<file path="src/rtl/vga_sprite_compositor.sv">
// Purpose : composites NUM_SPRITES priority-ordered sprites (0 = highest) over the background
//           with colour-key transparency, per-frame position shadowing and sprite-0 collision flags.
// Latency : row/col at cycle N -> red/green/blue/rgb_valid at N+2; no backpressure, one pixel per cycle.
//
// Ports:
//   clk, reset            pixel clock, synchronous active-high reset
//   frame_start           one-cycle pulse before the first active pixel; latches sprite shadows
//   pixel_valid/row/col/bg_rgb   incoming pixel stream from the timing/environment drawer
//   sprite_x/y/en         live sprite positions and enables (sampled only at frame_start)
//   local_x/local_y       registered sprite-local coordinates to the per-sprite drawers
//   sprite_rgb            combinational drawer colours for local_x/local_y
//   red/green/blue, rgb_valid   composited output pixel
//   collision, collision_valid  sprite 0 vs sprite i overlap of the previous frame
module vga_sprite_compositor #(
    parameter int          NUM_SPRITES = 4,
    parameter int          SPRITE_SIZE = 42,
    parameter int          COORD_W     = 32,
    parameter int          LOCAL_W     = 6,
    parameter logic [11:0] KEY_RGB     = 12'hF0F
) (
    input  logic                           clk,
    input  logic                           reset,
    input  logic                           frame_start,
    input  logic                           pixel_valid,
    input  logic [COORD_W-1:0]             row,
    input  logic [COORD_W-1:0]             col,
    input  logic [11:0]                    bg_rgb,
    input  logic [NUM_SPRITES*COORD_W-1:0] sprite_x,
    input  logic [NUM_SPRITES*COORD_W-1:0] sprite_y,
    input  logic [NUM_SPRITES-1:0]         sprite_en,
    output logic [NUM_SPRITES*LOCAL_W-1:0] local_x,
    output logic [NUM_SPRITES*LOCAL_W-1:0] local_y,
    input  logic [NUM_SPRITES*12-1:0]      sprite_rgb,
    output logic [3:0]                     red,
    output logic [3:0]                     green,
    output logic [3:0]                     blue,
    output logic                           rgb_valid,
    output logic [NUM_SPRITES-2:0]         collision,
    output logic                           collision_valid
);

    localparam logic signed [COORD_W-1:0] SIZE_C = COORD_W'(SPRITE_SIZE);

    // Shadowed sprite state: only changes at frame boundaries so a frame never tears.
    logic [NUM_SPRITES*COORD_W-1:0] sh_x, sh_y;
    logic [NUM_SPRITES-1:0]         sh_en;

    logic [NUM_SPRITES-1:0]         hit_d, hit1;
    logic [NUM_SPRITES*LOCAL_W-1:0] lx_d, ly_d;
    logic [11:0]                    bg1;
    logic                           valid1;

    logic [NUM_SPRITES-1:0]         opaque;
    logic [11:0]                    pix_d;
    logic [NUM_SPRITES-2:0]         coll_set, acc;

    always_ff @(posedge clk) begin
        if (reset) begin
            sh_x  <= '0;
            sh_y  <= '0;
            sh_en <= '0;
        end else if (frame_start) begin
            sh_x  <= sprite_x;
            sh_y  <= sprite_y;
            sh_en <= sprite_en;
        end
    end

    // Stage 1: bounding-box hit test against the shadows (old shadows on a frame_start cycle).
    always_comb begin
        hit_d = '0;
        lx_d  = '0;
        ly_d  = '0;
        for (int i = 0; i < NUM_SPRITES; i++) begin
            hit_d[i] = sh_en[i]
                && ($signed(col) >= $signed(sh_x[i*COORD_W +: COORD_W]))
                && ($signed(col) <  $signed(sh_x[i*COORD_W +: COORD_W]) + SIZE_C)
                && ($signed(row) >= $signed(sh_y[i*COORD_W +: COORD_W]))
                && ($signed(row) <  $signed(sh_y[i*COORD_W +: COORD_W]) + SIZE_C);
            // Truncated offsets; only meaningful when the sprite is hit.
            lx_d[i*LOCAL_W +: LOCAL_W] = LOCAL_W'(col - sh_x[i*COORD_W +: COORD_W]);
            ly_d[i*LOCAL_W +: LOCAL_W] = LOCAL_W'(row - sh_y[i*COORD_W +: COORD_W]);
        end
    end

    always_ff @(posedge clk) begin
        if (reset) begin
            hit1    <= '0;
            local_x <= '0;
            local_y <= '0;
            bg1     <= '0;
            valid1  <= 1'b0;
        end else begin
            hit1    <= hit_d;
            local_x <= lx_d;
            local_y <= ly_d;
            bg1     <= bg_rgb;
            valid1  <= pixel_valid;
        end
    end

    // Stage 2: priority select. Walking from lowest priority upward lets sprite 0 win last;
    // keyed pixels are skipped so they fall through to the next sprite or the background.
    always_comb begin
        opaque   = '0;
        coll_set = '0;
        pix_d    = bg1;
        for (int i = 0; i < NUM_SPRITES; i++)
            opaque[i] = (sprite_rgb[i*12 +: 12] != KEY_RGB);
        for (int i = NUM_SPRITES-1; i >= 0; i--)
            if (hit1[i] && opaque[i])
                pix_d = sprite_rgb[i*12 +: 12];
        if (!valid1)
            pix_d = '0;
        for (int i = 1; i < NUM_SPRITES; i++)
            coll_set[i-1] = valid1 && hit1[0] && opaque[0] && hit1[i] && opaque[i];
    end

    always_ff @(posedge clk) begin
        if (reset) begin
            {red, green, blue} <= '0;
            rgb_valid          <= 1'b0;
        end else begin
            {red, green, blue} <= pix_d;
            rgb_valid          <= valid1;
        end
    end

    // The pixel still in stage 2 on the frame_start cycle belongs to the closing frame,
    // so its collision term is folded into the report rather than the new accumulator.
    always_ff @(posedge clk) begin
        if (reset) begin
            acc             <= '0;
            collision       <= '0;
            collision_valid <= 1'b0;
        end else if (frame_start) begin
            collision       <= acc | coll_set;
            acc             <= '0;
            collision_valid <= 1'b1;
        end else begin
            acc             <= acc | coll_set;
            collision_valid <= 1'b0;
        end
    end

endmodule

</file>
<file path="config.mk">
export PLATFORM = sky130hd
export DESIGN_NAME = vga_sprite_compositor
export DESIGN_NICKNAME = d
export VERILOG_FILES = /design/src/rtl/vga_sprite_compositor.sv
export SDC_FILE = /design/constraint.sdc
export NUM_CORES = 1
export LEC_CHECK = 0
export BUFFER_PORTS_ARGS = -buffer_cell sky130_fd_sc_hd__buf_2
export CAP_MARGIN = 20
export CORE_ASPECT_RATIO = 2
export CORE_MARGIN = 1
export CORE_UTILIZATION = 60
export DETAILED_ROUTE_END_ITERATION = 16
export PLACE_DENSITY = 0.92
export SYNTH_ARGS = -nofsm -noshare
export SYNTH_HDL_FRONTEND = slang
export SYNTH_SLANG_ARGS = --single-unit
</file>
<file path="constraint.sdc">
create_clock -name clk -period 11.1 [get_ports clk]
set_input_delay 2.22 -clock clk [delete_from_list [all_inputs] [get_ports clk]]
set_output_delay 2.22 -clock clk [all_outputs]
set_load 0.01 [all_outputs]
</file>
==> results of run 1 <==
-- flip-flops by register name, indices dropped and copies added (netlist names) --
signal / flops
sh_x: 128
sh_y: 128
local_x: 24
local_y: 24
bg1: 12
blue: 4
green: 4
hit1: 4
red: 4
sh_en: 4
acc: 3
collision: 3
collision_valid: 1
rgb_valid: 1
valid1: 1
-- cell usage after synthesis (4+ instances only) --
cell | number | area share [%]
a2111oi_0 | 7 | 0.22
a211oi_1 | 47 | 1.3
a21o_1 | 82 | 2.2
a21oi_1 | 178 | 3.2
a221oi_1 | 13 | 0.40
a31oi_1 | 6 | 0.13
and2_1 | 13 | 0.29
and3_1 | 24 | 0.53
and4_1 | 13 | 0.40
buf_1 | 25 | 0.33
clkbuf_1 | 52 | 0.69
dfxtp_1 | 345 | 24
fa_1 | 16 | 1.1
ha_1 | 504 | 22
inv_1 | 273 | 3.6
mux2i_1 | 274 | 9.7
nand2_1 | 153 | 2.0
nand2b_1 | 31 | 0.69
nand3_1 | 92 | 1.6
nand4_1 | 114 | 2.5
nand4b_1 | 8 | 0.25
nand4bb_1 | 4 | 0.16
nor2_1 | 434 | 5.8
nor2b_1 | 46 | 1.0
nor3_1 | 70 | 1.2
nor3b_1 | 5 | 0.13
nor4_1 | 27 | 0.60
o211ai_1 | 12 | 0.32
o21a_1 | 9 | 0.24
o21ai_0 | 87 | 1.5
o21ai_1 | 4 | 0.071
o311ai_0 | 4 | 0.12
o31a_1 | 5 | 0.16
o31ai_1 | 11 | 0.29
or3_1 | 6 | 0.13
xnor2_1 | 233 | 7.2
xor2_1 | 25 | 0.78
-- cell usage in the layout (no fill, tap or decap), types with 5 or more instances in the layout --
| cell | synthesis | layout |
|---|---|---|
| fa_1 | 16 | 16 |
| mux2i_1 | 274 | 274 |
| nand4_1 | 114 | 114 |
| a31oi_1 | 6 | 6 |
| buf_4 | 1 | 13 |
| o31a_1 | 5 | 5 |
| inv_1 | 273 | 273 |
| ha_1 | 504 | 504 |
| nor3b_1 | 5 | 5 |
| a221oi_1 | 13 | 13 |
| nor2_1 | 434 | 434 |
| and3_1 | 24 | 24 |
| and4_1 | 13 | 13 |
| and2_1 | 13 | 13 |
| a21oi_1 | 178 | 178 |
| o31ai_1 | 11 | 11 |
| dfxtp_1 | 345 | 345 |
| nor2b_1 | 46 | 46 |
| xnor2_1 | 233 | 233 |
| o21a_1 | 9 | 9 |
| or3_1 | 6 | 6 |
| clkinv_2 | 0 | 9 |
| nand2b_1 | 31 | 31 |
| buf_2 | 1 | 451 |
| nor4_1 | 27 | 26 |
| o211ai_1 | 12 | 12 |
| o21ai_0 | 87 | 87 |
| nand2_1 | 153 | 153 |
| a2111oi_0 | 7 | 7 |
| nand4b_1 | 8 | 8 |
| clkbuf_16 | 0 | 35 |
| nand3_1 | 92 | 92 |
| xor2_1 | 25 | 25 |
| diode_2 | 0 | 17 |
| nor3_1 | 70 | 70 |
| a211oi_1 | 47 | 47 |
| a21o_1 | 82 | 82 |
-- worst paths after layout --
path	from	end	slack, ns
setup / recovery	col[1]	hit1[1]$_SDFF_PP0_	6.52
hold / removal	collision[1]$_SDFFE_PP0P_	collision[1]$_SDFFE_PP0P_	0.49
setup reg to reg	sh_y[33]$_SDFFE_PP0P_	hit1[1]$_SDFF_PP0_	6.60
hold reg to reg	collision[1]$_SDFFE_PP0P_	collision[1]$_SDFFE_PP0P_	0.49
-- through the flow --
step	worst slack, ns	power, mW	cells	util (%)
final	6.521	3.561	4402	69.30
after global routing	6.380	3.731	4398	69.28
after CTS	6.588	3.557	4384	69.20
after detailed placement	6.029	2.332	4324	66.76
after global placement	6.097	2.295	4323	66.75
after floorplan	6.984	1.998	3312	-
-- layer usage --
layer  GRT usage [%]  routed length, um
met1           33.92              29660
met2           69.09              46360
met3           6.150               4900
met4           35.52               9713
met5               0                 57
-- report_power, final --
part           internal (mW)  switching, mW  total [mW]
registers               1.32         0.0765        1.40
logic                  0.406          0.537       0.943
clock network          0.689          0.533        1.22
-- final cells by class --
type / instances / area (sq um)
multi-input cells: 2612 / 19960
fillers: 3610 / 14280
flip-flops and latches: 345 / 6907
repair buffers: 467 / 2389
inverters: 274 / 1028
clock buffers: 41 / 918.4
well taps: 627 / 784.5
clock inverters: 19 / 216.5
diodes: 17 / 42.54
-- cell families after synthesis --
logic type,count (synthesis)
simple gates,1068
buf+inv,355
xor+xnor,258
compound gates,491
fa+ha+maj,520
flops,345
mux,275
-- worst reg2reg max path: stages (launching register included) --
cell	delay [ns]
dfxtp_1	0.44
ha_1	0.25
o21ai_0	0.19
a21oi_1	0.46
nand2_1	0.21
nor2_1	0.60
and2_1	0.30
nand3_1	0.12
xnor2_1	0.20
ha_1	0.27
a21o_1	0.19
a2111oi_0	0.43
o21ai_0	0.15
a21oi_1	0.28
o31ai_1	0.14
nor4_1	0.18
==> results.sh, run 1 <==
export IMPL_areaGrowthSynthToFinish_pct=14.32
export IMPL_cts_root_buf="clkbuf_16"
export IMPL_layout_drive_gt1_share_pct=14.56
export IMPL_whs_path_depth=2
export IMPL_synth_area_per_cell_sq_um=8.516
export IMPL_clock_sinks=345
export IMPL_cp_depth=10
export IMPL_synth_compound_area_share_pct=10.90
export IMPL_routed_wirelength_um=90690
export IMPL_vias=26740
export IMPL_ys_types=76
export IMPL_grt_first_pass_wirelength_um=137700
export IMPL_avgViaCountPerCell=6.074
export IMPL_powerDensity_mw_per_mm2=110.4
export IMPL_drv_slew=0
export IMPL_setup_viol=0
export IMPL_endpoint_kind="register"
export IMPL_arrival_ns=5.00
export IMPL_netlist_area_sq_mm=0.02820
export IMPL_path_max_fanout=7
export IMPL_cts_tree="yes"
export IMPL_hold_ws_ns=0.4885
export IMPL_crit_buf_inv=2
export IMPL_yosys_warnings=0
export IMPL_drt_iter0_drc=1681
export IMPL_cts_max_level=2
export IMPL_core_sq_mm=0.04652
export IMPL_dieArea_sq_mm=0.04793
export IMPL_clock_path_buffers=3
export IMPL_die_h_um=308.6
export IMPL_insertion_delay_ns=0.56
export IMPL_r2r_cells=15
export IMPL_critPathKind="in2reg"
export IMPL_cts_made_buffers=34
export IMPL_io_pins=453
export IMPL_crit_path_top_delay_cell="o41ai_1"
export IMPL_detail_route_antenna_nets=0
export IMPL_synth_xor_area_share_pct=8.012
export IMPL_drv_cap=0
export IMPL_ir_drop_mv=0.1309
export IMPL_yosys_area_share_adder_pct=23.49
export IMPL_path_cells="buf_2 -> inv_1 -> fa_1 -> nand2b_1 -> a211oi_1 -> o31a_1 -> o41ai_1 -> o311ai_0 -> mux2i_1 -> nor4_1"
export IMPL_critPathTopFamily="compound AO/OA/AOI/OAI gates"
export IMPL_ys_seq_area_share_pct=24.49
export IMPL_initial_core_util_pct=60.62
export IMPL_min_path_type="reg2reg"
export IMPL_placed_area_sq_mm=0.03106
export IMPL_yosys_area_share_simple_pct=18.57
export IMPL_fmax_mhz=218.4
export IMPL_skew_ns=0.02033
export IMPL_slowest_delay_ns=0.52
export IMPL_ys_ff_latch=345
export IMPL_num_nets_final=4642
export IMPL_hpwl_um=70750
export IMPL_grt_antenna_before_repair=22
export IMPL_grt_max_degree=94
export IMPL_place_congestion=1.047
export IMPL_rsz0062_at_grt="false"
export IMPL_overflow=0
export IMPL_run_status="completed"
export IMPL_power_leakage_nw=14.68
export IMPL_wl_per_cell_um=20.60
export IMPL_synth_top_family_by_area="adder cells"
export IMPL_cts_hold_buf=0
export IMPL_hold_viol=0
export IMPL_mappedNetlistNets=4220
export IMPL_synth_enable_flop_cells=0
export IMPL_async_flop_share_pct=0
export IMPL_synth_main_ff_cell="dfxtp_1"
export IMPL_cts_resized=0
export IMPL_path_clk_slew_ns=0.07
export IMPL_grt_pass1_vias=27420
export IMPL_synth_mux_area_share_pct=9.764
export IMPL_die_w_um=155.3
export IMPL_max_slew_margin_pct=28.18
export IMPL_synthCells=3312
export IMPL_worst_pin_slew_ns=1.068
export IMPL_rows=112
export IMPL_io_buffers=452
export IMPL_crit_required_ns=11.52
export IMPL_gr_usage_all_layers_pct=37.26
export IMPL_start_kind="input pin"
export IMPL_drc_errors=0
export IMPL_totalNegativeSetupSlack_ns=0
export IMPL_fin_crit_sh_pct=41.26
export IMPL_fin_area_sq_mm=0.03224
export IMPL_drtPass1Iterations=6
export IMPL_fin_crit_ns=4.579
export IMPL_post_cts_setup_buffers=0
(Power assumes the default switching activity.)
==> inputs of run 2 (changes only) <==
CORE_UTILIZATION = 59   (was 60)
PLACE_DENSITY = 0.91   (was 0.92)
clock period = 4.7 ns   (was 11.1 ns; I/O delays follow)
==> run 2 against run 1 <==
Flip-flop and latch count did not move. Clock power up 150%. First-iteration DRC count shrank 6.5%. Design area up 0.64%. Clock skew is 0.0024 ns higher. Power increased by 140%. Critical path depth increased by 5. Via count increased by 0.34%. Count of clock-buffer cells in the layout up 9. Non-clock buffer count grew 10. Critical path type is now reg2reg. Largest power group unchanged.
==> results.sh, run 2 (synthesized netlist as in run 1, its figures left out) <==
export IMPL_wl_per_cell_um=21.08
export IMPL_max_slew_margin_pct=29.71
export IMPL_vias=26830
export IMPL_setup_worst_path_start="sh_y[1]$_SDFFE_PP0P_"
export IMPL_clock_sinks=345
export IMPL_layout_commonest_cell="ha_1"
export IMPL_routed_wirelength_um=93310
export IMPL_cts_hold_buf=0
export IMPL_powerDensity_mw_per_mm2=263.3
export IMPL_dieArea_sq_mm=0.04874
export IMPL_io_buffers=452
export IMPL_grt_antenna_before_repair=30
export IMPL_overflow=0
export IMPL_critPathTopFamily="simple AND/OR/NAND/NOR gates"
export IMPL_whs_path_depth=2
export IMPL_rows=113
export IMPL_cp_endpoint="hit1[0]$_SDFF_PP0_"
export IMPL_grt_first_pass_wirelength_um=140800
export IMPL_power_leakage_nw=14.78
export IMPL_crit_required_ns=5.12
export IMPL_endpoint_kind="register"
export IMPL_run_status="completed"
export IMPL_areaGrowthSynthToFinish_pct=15.06
export IMPL_layout_drive_gt1_share_pct=14.77
export IMPL_cts_root_buf="clkbuf_16"
export IMPL_grt_max_degree=104
export IMPL_fin_crit_ns=4.434
export IMPL_seq_area_sq_mm=0.006907
export IMPL_avgViaCountPerCell=6.062
export IMPL_crit_path_top_delay_cell="nor4_1"
export IMPL_arrival_ns=4.86
export IMPL_cts_tree="yes"
export IMPL_drt_iter0_drc=1572
export IMPL_rsz0062_at_grt="false"
export IMPL_fmax_mhz=225.5
export IMPL_start_kind="register"
export IMPL_grt_pass1_vias=27650
export IMPL_fillers=3640
export IMPL_core_sq_mm=0.04736
export IMPL_path_max_fanout=6
export IMPL_gr_usage_all_layers_pct=37.78
export IMPL_fin_area_sq_mm=0.03245
export IMPL_drtPass1Iterations=5
export IMPL_drv_cap=0
export IMPL_cts_max_level=2
export IMPL_layout_common_cells="504 x ha_1, 450 x buf_2, 434 x nor2_1, 345 x dfxtp_1, 274 x mux2i_1"
export IMPL_drc_errors=0
export IMPL_totalNegativeSetupSlack_ns=0
export IMPL_reg2reg_from="sh_y[1]$_SDFFE_PP0P_"
export IMPL_fin_crit_sh_pct=94.33
export IMPL_cts_resized=0
export IMPL_ir_drop_mv=0.4013
export IMPL_path_clk_slew_ns=0.06
export IMPL_detail_route_antenna_nets=0
export IMPL_insertion_delay_ns=0.57
export IMPL_cp_depth=15
export IMPL_place_inst=4340
export IMPL_num_nets_final=4654
export IMPL_cts_made_buffers=36
export IMPL_die_w_um=156.6
export IMPL_critPathKind="reg2reg"
export IMPL_crit_buf_inv=0
export IMPL_clock_path_buffers=3
export IMPL_worst_pin_slew_ns=1.054
export IMPL_reg_top3="sh_x: 128 flops, sh_y: 128 flops"
export IMPL_io_pins=453
export IMPL_slowest_delay_ns=0.69
export IMPL_multiInputGateArea_sq_mm=0.01995
export IMPL_path_cells="ha_1 -> o21ai_1 -> nand2_1 -> nand2b_1 -> or3_1 -> nor3b_1 -> xnor2_1 -> ha_1 -> nand4_1 -> nor4_1 -> nand2_1 -> a21oi_1 -> a221oi_1 -> a211oi_1 -> nor4_1"
export IMPL_min_path_type="reg2reg"
export IMPL_timing_reg2reg_setup_slack_ns=0.27
export IMPL_placed_area_sq_mm=0.03120
export IMPL_r2r_end="hit1[0]$_SDFF_PP0_"
export IMPL_initial_core_util_pct=59.55
export IMPL_die_h_um=311.2
export IMPL_layoutNonFillerInstCount=4426
export IMPL_drv_slew=0
export IMPL_hold_viol=0
export IMPL_place_congestion=0.9956
export IMPL_setup_viol=0
export IMPL_post_cts_setup_buffers=0
export IMPL_hpwl_um=71950
export IMPL_r2r_cells=15
export IMPL_skew_ns=0.02276
-- run 2: changes by cell type in the layout (fill, tap and decap cells not counted), sizes merged --
cell / change
buf: +10
clkbuf: +9
diode: +6
clkinv: -5
bufinv: -1
-- run 2: through the flow --
stage / utilization (%) / hold WS, ns / power, mW / worst slack, ns
floorplan: - / 0.4518 / 4.718 / 1.211
detailed placement: 65.87 / 0.4842 / 5.519 / 0.4170
global route: 68.50 / 0.5160 / 8.943 / 0.2684
finish: 68.51 / 0.4986 / 8.543 / 0.2663
CTS: 68.39 / 0.4946 / 8.505 / 0.3889
global placement: 65.87 / 0.4743 / 5.419 / 0.4190
-- run 2: how the worst min path moves through the flow --
stage	from	to	slack [ns]
2_1_floorplan	sh_en[2]$_SDFFE_PP0P_	sh_en[2]$_SDFFE_PP0P_	0.45
3_3_place_gp	sh_y[118]$_SDFFE_PP0P_	sh_y[118]$_SDFFE_PP0P_	0.47
3_5_place_dp	sh_x[86]$_SDFFE_PP0P_	sh_x[86]$_SDFFE_PP0P_	0.48
4_1_cts	collision[0]$_SDFFE_PP0P_	collision[0]$_SDFFE_PP0P_	0.49
5_1_grt	sh_y[63]$_SDFFE_PP0P_	sh_y[63]$_SDFFE_PP0P_	0.52
6_report	collision[2]$_SDFFE_PP0P_	collision[2]$_SDFFE_PP0P_	0.50
-- run 2: metal layers --
metal,wire length (um),GRT usage [%]
met2,48040,68.82
met3,5374,6.727
met5,71,0
met4,9091,34.76
met1,30740,34.91
-- run 2: report_power, final --
part           internal, mW  switching [mW]
combinational         0.963            1.29
clock                  1.71            1.29
sequential             3.12           0.173
total                  5.79            2.75
-- run 2: final cells by class --
type	count	area share, %
Timing Repair Buffer	477	7.765
Clock inverter	13	0.4974
Multi-Input combinational cell	2612	61.48
Tap cell	632	2.437
Sequential cell	345	21.28
Antenna cell	23	0.1774
Inverter	274	3.169
Clock buffer	50	3.189
-- run 2: worst register-to-register path: stages, from the launching register on --
cell and delay (ns):
dfxtp_1 0.43, ha_1 0.22, o21ai_1 0.14, nand2_1 0.16, nand2b_1 0.11, or3_1 0.51
nor3b_1 0.30, xnor2_1 0.11, ha_1 0.31, nand4_1 0.21, nor4_1 0.69, nand2_1 0.13
a21oi_1 0.33, a221oi_1 0.16, a211oi_1 0.40, nor4_1 0.10
==> inputs of run 3 (changes only) <==
GPL_TIMING_DRIVEN = 0   (was unset)
==> run 3 against run 2 <==
Worst hold slack got worse by 0.0093 ns. Critical endpoint unchanged. Register-to-register slack lost 0.09 ns. First-iteration DRC count down 5.7%.
==> results.sh, run 3 (synthesized netlist as in run 1, its figures left out) <==
export IMPL_path_clk_slew_ns=0.07
export IMPL_fin_crit_sh_pct=96.21
export IMPL_arrival_ns=4.94
export IMPL_initial_core_util_pct=59.55
export IMPL_clock_sinks=345
export IMPL_setup_viol=0
export IMPL_gr_usage_all_layers_pct=39.60
export IMPL_start_kind="register"
export IMPL_path_cells="ha_1 -> o21ai_1 -> nand2_1 -> nand2b_1 -> or3_1 -> clkbuf_1 -> nor3b_1 -> xnor2_1 -> ha_1 -> nand4_1 -> nor4_4 -> nand2_1 -> a21oi_1 -> a221oi_1 -> a211oi_2 -> nor4_1"
export IMPL_rsz0062_at_grt="false"
export IMPL_endpoint_kind="register"
export IMPL_vias=27040
export IMPL_pre_cts_ws_ns=-0.1097
export IMPL_fmax_mhz=221.1
export IMPL_timing_reg2reg_setup_slack_ns=0.18
export IMPL_setup_ws_ns=0.1780
export IMPL_drtPass1Iterations=6
export IMPL_post_route_util_pct=68.81
export IMPL_io_pins=453
export IMPL_grt_first_pass_wirelength_um=145500
export IMPL_overflow=0
export IMPL_cts_max_level=2
export IMPL_critPathKind="reg2reg"
export IMPL_ir_drop_mv=0.3403
export IMPL_powerDensity_mw_per_mm2=263.6
export IMPL_fin_area_sq_mm=0.03259
export IMPL_num_nets_final=4711
export IMPL_cts_tree="yes"
export IMPL_totalNegativeSetupSlack_ns=0
export IMPL_min_path_type="reg2reg"
export IMPL_rows=113
export IMPL_routed_wirelength_um=97170
export IMPL_skew_ns=0.02809
export IMPL_cts_made_buffers=36
export IMPL_place_inst=4396
export IMPL_reg_top3="sh_x: 128 flops, sh_y: 128 flops"
export IMPL_core_sq_mm=0.04736
export IMPL_detail_route_antenna_nets=0
export IMPL_drt_iter0_drc=1482
export IMPL_dieArea_sq_mm=0.04874
export IMPL_areaGrowthSynthToFinish_pct=15.56
export IMPL_cts_root_buf="clkbuf_16"
export IMPL_clock_path_buffers=3
export IMPL_power_leakage_nw=14.78
export IMPL_place_congestion=0.9839
export IMPL_placed_area_sq_mm=0.03127
export IMPL_total_power_mw=8.592
export IMPL_drv_cap=0
export IMPL_avgViaCountPerCell=6.032
export IMPL_grt_max_degree=17
export IMPL_die_w_um=156.6
export IMPL_hold_ws_ns=0.4894
export IMPL_layout_common_cells="504 x ha_1, 452 x buf_2, 434 x nor2_1, 345 x dfxtp_1, 274 x mux2i_1"
export IMPL_cts_hold_buf=0
export IMPL_grt_pass1_vias=27880
export IMPL_post_cts_setup_buffers=0
export IMPL_crit_required_ns=5.12
export IMPL_drc_errors=0
export IMPL_fin_crit_ns=4.522
export IMPL_drv_slew=0
export IMPL_layout_commonest_cell="ha_1"
export IMPL_crit_path_top_delay_cell="dfxtp_1"
export IMPL_layout_drive_gt1_share_pct=14.31
export IMPL_slowest_delay_ns=0.46
export IMPL_path_max_fanout=6
export IMPL_hold_viol=0
export IMPL_wl_per_cell_um=21.68
export IMPL_io_buffers=450
export IMPL_layoutNonFillerInstCount=4482
export IMPL_die_h_um=311.2
export IMPL_insertion_delay_ns=0.57
export IMPL_worst_pin_slew_ns=1.225
export IMPL_run_status="completed"
export IMPL_hpwl_um=77930
export IMPL_max_slew_margin_pct=18.33
export IMPL_grt_antenna_before_repair=24
## run 3: cell type report
cell class	count	area, sq um
clock inverters	18	195.2
clock buffers	47	1023
flip-flops and latches	345	6907
well taps	632	790.8
plain buffers	81	317.8
inverters	274	1028
repair buffers	453	2283
fillers	3718	14770
multi-input cells	2612	20000
diodes	20	50.05
## run 3: worst paths after layout
check                                 start                         to  cells after the start
setup reg to reg       sh_y[1]$_SDFFE_PP0P_         hit1[0]$_SDFF_PP0_                     16
hold / removal    collision[0]$_SDFFE_PP0P_  collision[0]$_SDFFE_PP0P_                      2
setup / recovery       sh_y[1]$_SDFFE_PP0P_         hit1[0]$_SDFF_PP0_                     16
hold reg to reg   collision[0]$_SDFFE_PP0P_  collision[0]$_SDFFE_PP0P_                      2
## run 3: per-layer routing
| metal | global-route usage (%) | part of all wire (%) |
|---|---|---|
| met2 | 71.76 | 51 |
| met1 | 34.82 | 32 |
| met4 | 41.91 | 12 |
| met5 | 0 | 0.068 |
| met3 | 6.978 | 5.5 |
## run 3: critical path: cells and delay by family, from the launching register on
| family | cells | cell delay, ns |
|---|---|---|
| AND/OR/NAND/NOR | 8 | 1.95 |
| buffers and inverters | 1 | 0.25 |
| XOR/XNOR | 1 | 0.10 |
| flip-flops | 1 | 0.46 |
| adder cells (fa/ha/maj) | 2 | 0.53 |
| AO/OA/AOI/OAI | 4 | 1.07 |
## run 3: timing repair
action,4_1_cts,5_1_grt
endpoints found under the hold margin,0,0
gates resized for setup,2,3
pin swaps,0,2
setup endpoints to repair,1,3
## run 3: report_power, final
part           leakage [nW]  internal [mW]  switching, mW  total, mW
combinational          11.3          0.960           1.30       2.26
clock                 0.602           1.72           1.32       3.04
sequential             2.85           3.12          0.168       3.28
total                  14.8           5.80           2.80       8.59
